## src/rtl/counter_mod_updown.sv

```systemverilog
// counter_mod_updown: modulo-MODULUS up/down counter with clear, clamped load, wrap pulse and cascade tc.
// Latency: count/wrap update one edge after the request, tc is combinational. Backpressure: none.
// Define COUNTER_SATURATE_EN to hold at the end of range instead of wrapping (wrap still pulses).
module counter_mod_updown #(
  parameter int WIDTH   = 4,
  parameter int MODULUS = 16
) (
  input  logic             clk,
  input  logic             reset,
  input  logic             en,
  input  logic             up,
  input  logic             clr,
  input  logic             load,
  input  logic [WIDTH-1:0] load_val,
  output logic [WIDTH-1:0] count,
  output logic             tc,
  output logic             wrap
);

  localparam logic [WIDTH-1:0] MAX_CNT = WIDTH'(MODULUS - 1);
  localparam logic [WIDTH:0]   MOD_EXT = (WIDTH + 1)'(MODULUS);

  generate
    if (MODULUS < 2 || MODULUS > (1 << WIDTH)) begin : g_bad_modulus
      $error("counter_mod_updown: MODULUS out of range for WIDTH");
    end
  endgenerate

  logic             end_step;
  logic [WIDTH-1:0] load_clamped;

  // End of range in the current direction; doubles as the cascade enable for the next stage.
  assign end_step = up ? (count == MAX_CNT) : (count == '0);
  assign tc       = end_step;

  // With MODULUS == 2^WIDTH no load_val can reach MOD_EXT, so the clamp never fires.
  assign load_clamped = ({1'b0, load_val} >= MOD_EXT) ? MAX_CNT : load_val;

  always_ff @(posedge clk) begin
    if (!reset) begin
      count <= '0;
      wrap  <= 1'b0;
    end else if (clr) begin
      count <= '0;
      wrap  <= 1'b0;
    end else if (load) begin
      count <= load_clamped;
      wrap  <= 1'b0;
    end else if (en) begin
      wrap <= end_step;
      if (end_step) begin
`ifdef COUNTER_SATURATE_EN
        count <= count;
`else
        count <= up ? '0 : MAX_CNT;
`endif
      end else begin
        count <= up ? count + WIDTH'(1) : count - WIDTH'(1);
      end
    end else begin
      wrap <= 1'b0;
    end
  end

endmodule
```

## config.mk

```make
export PLATFORM = sky130hd
export DESIGN_NAME = counter_mod_updown
export DESIGN_NICKNAME = d
export VERILOG_FILES = /design/src/rtl/counter_mod_updown.sv
export SDC_FILE = /design/constraint.sdc
export NUM_CORES = 1
export LEC_CHECK = 0
export BUFFER_PORTS_ARGS = -buffer_cell sky130_fd_sc_hd__buf_2
export CAP_MARGIN = 25
export CORE_AREA = 2 2 39 41
export DETAILED_ROUTE_END_ITERATION = 12
export DIE_AREA = 0 0 41 43
export GPL_TIMING_DRIVEN = 0
export RECOVER_POWER = 25
export SLEW_MARGIN = 20
export SYNTH_ARGS = -nofsm -noshare
export SYNTH_HDL_FRONTEND = slang
export SYNTH_SLANG_ARGS = --single-unit
```

## constraint.sdc

```tcl
create_clock -name clk -period 1.3 [get_ports clk]
set_input_delay 0.13 -clock clk [delete_from_list [all_inputs] [get_ports clk]]
set_output_delay 0.13 -clock clk [all_outputs]
set_load 0.01 [all_outputs]
```

==> metrics list, run 1 <==
- In this run, synthesis inferred 0 flip-flops with an integrated enable.
* Placeable core region: between 1000 and 1500 um2
- Most common cell after layout, fill and taps aside: sky130_fd_sc_hd__buf_2
* Register bit total from synthesis: 5
* Share of synthesized area occupied by flip-flops and latches: between 20% and 30%
- IR Drop Worst-Case VDD: slightly below 0.3 mV
* Clock Skews: between 1.5 and 2 ps
* DP Worst Slack: -24.0 ps
- After detailed routing, the number of remaining DRC violations is 0.
- The tree is rooted in a sky130_fd_sc_hd__clkbuf_4.
* Post-route ant nets: 0
- Share of layout cells above drive strength 1: roughly half
* Worst EP required: 1170 ps
- The first routing iteration left 4 violations.
* Area leader, netlist: sky130_fd_sc_hd__dfxtp_1
- Crit path capture type: primary output
- Compared with the post-synthesis result, the final layout area differs by 42.3%.
- At the pin with the least slew margin, the transition time is 260 ps.
* Leakage: ~0.25 nW
* Die area: roughly 1800 um2
- Top Ports: 16
- The routed design could run at a clock period as short as between 1500 and 2000 ps.
- Of all nets on the critical path, the largest fanout is 2.
* CTS tree: yes
- The number of antenna violations at the first check in global routing was 0.
- Setup violations remaining at the end of the flow were counted as 4.
* Cell area after synthesis: just under 400 um2
* Main synth FF type: sky130_fd_sc_hd__dfxtp_1
- The final route contains approximately 360 vias.
- At the end of the flow, the number of nets in the layout was ~80.
- A synthesized cell averages just under 9 um2.
* Diode count: 0
- Power, Total: a little over 500 uW
* Synth warn: 0
- CTS built an H-tree with a depth of 1.
* FMAX: around 660 MHz
* Via count of the first global-routing pass: between 300 and 400
* Combinational family with the most area after synthesis: simple AND/OR/NAND/NOR gates
- Clock tree synthesis found a total of 5 sinks.
* Final GP Congestion: just under 0.8
- The final reports fail on setup timing.
* Arrival time at the worst endpoint: 1380 ps
* Wire length per cell: around 11 um
- Max-cap violations in this run came to 0.
- The worst hold path belongs to the class input pin to flop.
- The critical path in this run is classified as flop to primary output.
- The first detailed-routing pass ran for 4 iterations.
* Clock edge transition at the registers on the reported setup and hold paths: roughly 50 ps
* Cell area after layout: around 550 um2
- The die is about 43 um tall.
- After Yosys synthesis, and, or, nand and nor cells account for between 20 and 30% of the synthesized area.
- No sink is reached through more buffers than the 2 on the longest clock path.
* Ratio of final minimum period to clock period: 116%
- Share of cell area taken by muxes after synthesis: 0%
- After synthesis, the netlist uses 26 different library cells.
- Worst-case setup margin in the final layout: -206 ps
- Placed cell areas: about 480 um2
- Compound-cell area share of the yosys netlist: a little over a fifth
- Overall routed net length: approximately 850 um
- On the final layout, the worst hold slack is ~120 ps.
- Clock latency reported for the late side of the worst-skew pair: 240 ps
- Global routing used 11.6% of the available tracks.
- The worst hold path was traced through 3 stages.
- Detailed Place HPWL: approximately 640 um
- Core Rows: 14
- Remaining global-route overflow: 0
- Share of synthesized cell area in full adder, half adder and majority cells: roughly an eighth
- Setup repair after global routing could not meet its margin everywhere.
- Power Dens Cells: ~930 nW/um2
* Share of the synthesized area in the top cell type: 26.1%
- Routed via count divided by cell count: roughly 4.6
* Count of endpoints failing hold in the final timing report: 0
- Counting every instance in the synthesized netlist gives between 40 and 50.
- Asr flop ratio synth: 0%
- Number of buffer cells added on primary ports: 14
* Most frequent cells in the layout: 13 x sky130_fd_sc_hd__buf_2, 4 x sky130_fd_sc_hd__a21oi_1, 4 x sky130_fd_sc_hd__nor2_1, 3 x sky130_fd_sc_hd__clkbuf_4, 3 x sky130_fd_sc_hd__dfxtp_2
- Number of cells on the worst reg-to-reg path: 6
- The run finished, with violations left.
- The floorplan step set the die width to 41 um.
- Entering global routing, the biggest net connects 10 pins.
- The finished layout holds 80 standard cells, fillers aside.
* Worst slew margin: 82.5%
- Type of origin of the critical path: flop
- Summing the areas of all xor and xnor instances in the mapped netlist gives under 10% of the synthesized area.
* Pins over their slew limit: 0
- By area the synthesized netlist is led by sky130_fd_sc_hd__dfxtp_1 26%, sky130_fd_sc_hd__ha_1 6.5%, sky130_fd_sc_hd__a21oi_1 5.2%, sky130_fd_sc_hd__fa_1 5.2%, sky130_fd_sc_hd__xnor2_1 4.6%.
* Post-Place Cells: 73
* Total CTS buffers: 3
- The number of nets in the synthesized netlist is 56.
* Wire length of the first global-routing pass: roughly 1400 um
- For this configuration, the core starts out at a cell density of roughly 28%.
-- cell families after synthesis --
group	count (synthesis)
AOI/OAI and AO/OA	11
xor gates and xnor gates	4
adders and majority gates	3
buffers and inverters	2
DFF	5
and+or+nand+nor	18
-- registers in the layout, summed over array words and instances, names as in the netlist --
register  flops
count         4
wrap          1
-- per-layer routing --
| layer | up-vias | track usage [%] | routed length [um] |
|---|---|---|---|
| met1 | 161 | 16.1 | 384 |
| li1 | 193 | - | - |
| met3 | 0 | 1.57 | 48 |
| met4 | 0 | 6.00 | 0 |
| met2 | 10 | 16.6 | 414 |
| met5 | - | 0 | 0 |
-- metrics by stage --
| step | util, % | setup TNS, ps |
|---|---|---|
| final | 39.5 | -697 |
| after global routing | 39.5 | -931 |
| after CTS | 38.5 | -700 |
| after detailed placement | 34.4 | -38.6 |
| after global placement | 34.4 | -31.1 |
| after floorplan | - | 0 |
-- layout make-up --
class                   count  area [um2]
fillers                   150         837
inverters                   1        3.75
flip-flops and latches      5         108
plain buffers               1        5.00
multi-input cells          36         283
repair buffers             17         101
well taps                  16        20.0
clock buffers               4        26.3
-- where the power goes --
group | switching, mW | internal, mW
registers | 0.0138 | 0.163
clock network | 0.0660 | 0.116
logic | 0.0677 | 0.0794
total | 0.147 | 0.359
-- worst max-delay path: stages (launching register included) --
cell and delay, ps:
sky130_fd_sc_hd__dfxtp_4 340, sky130_fd_sc_hd__or4_4 530, sky130_fd_sc_hd__o21ai_4 150, sky130_fd_sc_hd__buf_6 120
-- worst paths after layout --
path | from | slack (ps) | to
min | load_val[0] | 120 | count[0]
max reg2reg | count[2] | -170 | count[3]
min reg2reg | count[3] | 690 | count[3]
max | count[2] | -210 | tc
-- cell usage after synthesis (2+ instances only) --
cell type                  n
sky130_fd_sc_hd__xor2_1    2
sky130_fd_sc_hd__ha_1      2
sky130_fd_sc_hd__nor2_1    4
sky130_fd_sc_hd__nand2_1   2
sky130_fd_sc_hd__a21oi_1   4
sky130_fd_sc_hd__xnor2_1   2
sky130_fd_sc_hd__o21ai_1   2
sky130_fd_sc_hd__nor3_1    2
sky130_fd_sc_hd__dfxtp_1   5
sky130_fd_sc_hd__nand2b_1  2
-- what timing repair did --
| item | in CTS | in global routing |
|---|---|---|
| endpoints found under the setup margin | 3 | 4 |
| resized for setup | 3 | 3 |
| hold buffers | 0 | 0 |
| cloned | 0 | 0 |
| pin swaps | 2 | 1 |
| buffers inserted | 3 | 0 |
| endpoints found under the hold margin | 0 | 0 |
Power figures use the tool's default switching activity.
==> run 2: changes to the inputs <==
- ABC_AREA: not set -> 1
==> run 2 against run 1 <==
  * The flow now finishes without violations
  * Die area did not move
  * Final area increased by 4.3%
  * Via count up 24%
  * Critical path depth up 2
  * Non-clock buffer count is 2 lower
  * First-iteration DRC count decreased by 25%
  * Worst setup slack improved by 210 ps
  * Critical endpoint is now count[1]
  * Largest power group unchanged
==> metrics list, run 2 <==
- The min-delay analysis places its worst path in the category input pin to flop.
- Ratio of final minimum period to clock period: between 90% and 100%
* Most frequent cell after synthesis: sky130_fd_sc_hd__nand2_1
- Run status: complete, no violations
- After floorplanning, the core was divided into 14 placement rows.
* Via Count: 452
* Count of non-filler cells in the finished layout: just over 100
* Pins over their slew limit: 0
- After clock tree synthesis, the clock-pin slew on the worst setup and hold paths is 50 ps.
- Fin nets: slightly below 100
* Share of power burned in combinational logic: a little over a quarter
* EDFF count, synth: 0
- The worst register-to-register path has a depth of 5.
- DRC errors left: 0
- Reg-to-reg critical path endpoint: count[1]
* CTS HTree Levels: 1
- Met2 layer wire length in the routed design: around 540 um
- Antenna violations before repair: 0
- Entering global routing, the biggest net connects 9 pins.
- Initial cell density of the core: 28.6%
* Power Dens Cells: around 840 nW/um2
- In this run the worst setup path begins at count[0].
- The smallest clock period supported by the final layout is computed as 1290 ps.
- For this run the aggregate overflow at the end of global routing stands at 0.
- In this run switching power makes up a little under a third of total power.
- Worst-Margin Slew: between 200 and 300 ps
* RSZ-0062 raised after global routing: yes
- On the critical path the largest part of the delay comes from adder cells.
- Growth of design area from synthesis to finish: 44.3%
- Sum of met3 wire segment lengths after detailed routing: 22 um
- Ranked by flip-flop count, first place goes to count.
* Worst-case setup margin in the final layout: ~7.4 ps
- Clk pwr share: a little under two fifths
- Peak per-stage delay on the critical path: approximately 540 ps
- Following the worst setup path forward leads to its endpoint at count[1].
- After synthesis, the cell types taking the most area are sky130_fd_sc_hd__nand2_1 26%, sky130_fd_sc_hd__dfxtp_1 25%, sky130_fd_sc_hd__inv_1 7.6%, sky130_fd_sc_hd__nor2_1 7.6%, sky130_fd_sc_hd__ha_1 6.3%.
- Final GP Congestion: 0.815
* Worst slew margin: between 80% and 90%
- Count of maximum capacitance violations: 0
- Setup violations remaining at the end of the flow were counted as 0.
- Sequential cells burn 36.0% of the power.
* Iteration count of the initial detailed-routing pass: 4
- Most frequent cell on the critical path: sky130_fd_sc_hd__nand2_1
- For this design, the slowest cell found on the critical path is sky130_fd_sc_hd__fa_2.
- After synthesis, flip-flops and latches occupy roughly a quarter of the total area.
- Slack of the worst reg-to-reg path: 7 ps
- Clock Sink Count: 5
- OpenSTA, run right after detailed placement, puts the worst setup slack at -84.6 ps.
- Worst path depth: 5
- Asr flop ratio synth: 0%
- Traced cell by cell, the critical path runs through fa_2 -> nand2_1 -> nand2_1 -> nand2_1 -> a31oi_1.
- The first global-routing pass estimated between 1500 and 2000 um of wire.
* Overall routed net length: between 900 and 1000 um
- Placed cell areas: around 490 um2
- Main synth FF type: sky130_fd_sc_hd__dfxtp_1
- The core region is 1380 um2.
* CP Buf/Inv Count: 0
- Wire length per cell: between 9 and 10 um
- Area leader, netlist: sky130_fd_sc_hd__nand2_1
* Diode count: 0
- The number of placed instances, taps included, is 96.
* Number of flip-flops under the largest register name: 4
- Clock skew on the completed layout was measured at just under 0.09 ps.
* Share of the synthesized area in the top cell type: 25.6%
- Clock latency reported for the late side of the worst-skew pair: ~240 ps
- From left edge to right edge, the die measures roughly 40 um.
- Type of origin of the critical path: flop
- At the worst endpoint, the arrival time is 1450 ps.
* Routed via count divided by cell count: 4.48
* Top Metal Used: met3
- Leaving out fill and tap cells, the most frequent cell in the layout is sky130_fd_sc_hd__nand2_1.
- Cell area after synthesis: between 300 and 400 um2
- Most frequent cells after synthesis: 27 x sky130_fd_sc_hd__nand2_1, 8 x sky130_fd_sc_hd__inv_1, 8 x sky130_fd_sc_hd__nor2_1, 5 x sky130_fd_sc_hd__dfxtp_1, 3 x sky130_fd_sc_hd__nand3_1
- Top Ports: 16
- Total CTS buffers: 3
- After synthesis the netlist holds a flip-flop and latch count of 5.
- Cell area after layout: around 570 um2
- Die area: ~1800 um2
* Reg-to-reg critical path startpoint: count[0]
- The cell sitting at the root of the clock tree is a sky130_fd_sc_hd__clkbuf_4.
- In this run, the number of DRC markers left after iteration 0 of detailed routing was 3.
- Counting distinct cell types in the post-synthesis netlist gives 17.
- Final cell utilization of the core: around 41%
* Die Y-Extent: 43 um
* FMAX: 774 MHz
* Power spent charging and discharging nets: 147 uW
- Synthesis produced a netlist with a net count of 78.
- Most frequent cells in the layout: 27 x sky130_fd_sc_hd__nand2_1, 14 x sky130_fd_sc_hd__buf_2, 8 x sky130_fd_sc_hd__nor2_1, 8 x sky130_fd_sc_hd__inv_1
- Type of the worst setup path: flop to flop
* Number of buffer cells added on primary ports: 15
- The internal portion of the total power is 334 uW.
- Cells with a size suffix above 1 make up 35.3% of the layout.
- Averaged over all synthesized cells, the footprint is 6.08 um2.
* Detailed Place HPWL: about 730 um
- Detailed-route wire length on metal 1: about 430 um
* Crit path capture type: flop
* Cells after Synth: between 60 and 70
* Clk buf depth: 2
* IR Drop Worst-Case VDD: between 0.2 and 0.3 mV
- In this run the remaining antenna-violating nets after routing total 0.
* CTS tree: yes
- Of all nets on the critical path, the largest fanout is 8.
* Leakage: 0.311 nW
* GRT Util Overall: between 10% and 20%
* Registers with the highest flip-flop counts: count x4, wrap x1
- At the worst endpoint, the required time is around 1500 ps.
* Synth warn: 0
- The number of global-route vias before repair came to 431.
- Count of endpoints failing hold in the final timing report: 0
==> run 2: changes by cell type after synthesis, sizes merged, moves of 3 or more <==
| cell | previous run | this run |
|---|---|---|
| a21oi | 5 | 2 |
| nor2 | 5 | 8 |
| nand3 | 0 | 4 |
| nor3 | 3 | 0 |
| inv | 1 | 9 |
| nand2 | 2 | 27 |
==> run 2: through the flow <==
step	TNS [ps]	power, mW	hold slack [ps]
after detailed placement	-170	0.290	398
final	0	0.481	144
after CTS	0	0.473	142
after global routing	-240	0.526	158
after global placement	-104	0.287	390
after floorplan	0	0.249	279
==> run 2: how the worst min path moves through the flow <==
| stage | startpoint | end | slack, ps | depth (start not counted) |
|---|---|---|---|---|
| 2_1_floorplan | load_val[2] | count[2] | 280 | 2 |
| 3_3_place_gp | clr | count[0] | 390 | 4 |
| 3_5_place_dp | load_val[2] | count[2] | 400 | 3 |
| 4_1_cts | clr | count[0] | 140 | 4 |
| 5_1_grt | clr | count[0] | 160 | 4 |
| 6_report | clr | count[0] | 140 | 4 |
==> run 2: final cells by class <==
| type | instances | area, um2 |
|---|---|---|
| clock buffer | 4 | 26.3 |
| fill | 148 | 813 |
| inverter | 9 | 33.8 |
| multi-input combinational | 51 | 299 |
| sequential | 5 | 110 |
| tap | 16 | 20.0 |
| timing repair buffer | 16 | 81.3 |
==> run 2: worst min-delay path, cell delays in order <==
cell and delay, ps:
sky130_fd_sc_hd__buf_2 80, sky130_fd_sc_hd__nor2_1 50, sky130_fd_sc_hd__nand2_1 60, sky130_fd_sc_hd__inv_1 30
==> run 2: logic make-up (layout without fill, tap and decap cells) <==
kind of cell               Yosys count  count (layout)  share of synthesized area (%)
DFF                                  5               5                           25.3
and+or+nand+nor                     41              41                           42.7
buffers and inverters                9              29                           8.54
adders and majority gates            3               3                           11.4
xor gates and xnor gates             1               1                           2.22
AOI/OAI and AO/OA                    6               6                           9.81
==> run 2: power groups by stage <==
stage	combinational, mW	clock, mW	sequential [mW]
floorplan	0.0736	0	0.175
global placement	0.112	0	0.175
detailed placement	0.115	0	0.175
CTS	0.120	0.181	0.172
global route	0.148	0.204	0.174
finish	0.128	0.180	0.173
==> run 2: layer usage <==
metal	vias up	global-route usage (%)
met1	201	16.8
met3	0	0
li1	245	-
met2	6	23.4
met4	0	8.00
met5	-	0
==> run 2: what timing repair did <==
item                       4_1_cts  5_1_grt
pin swaps                        0        6
setup endpoints to repair        4        4
resized for setup                7        3
buffers inserted                 0        1
hold buffers                     0        0
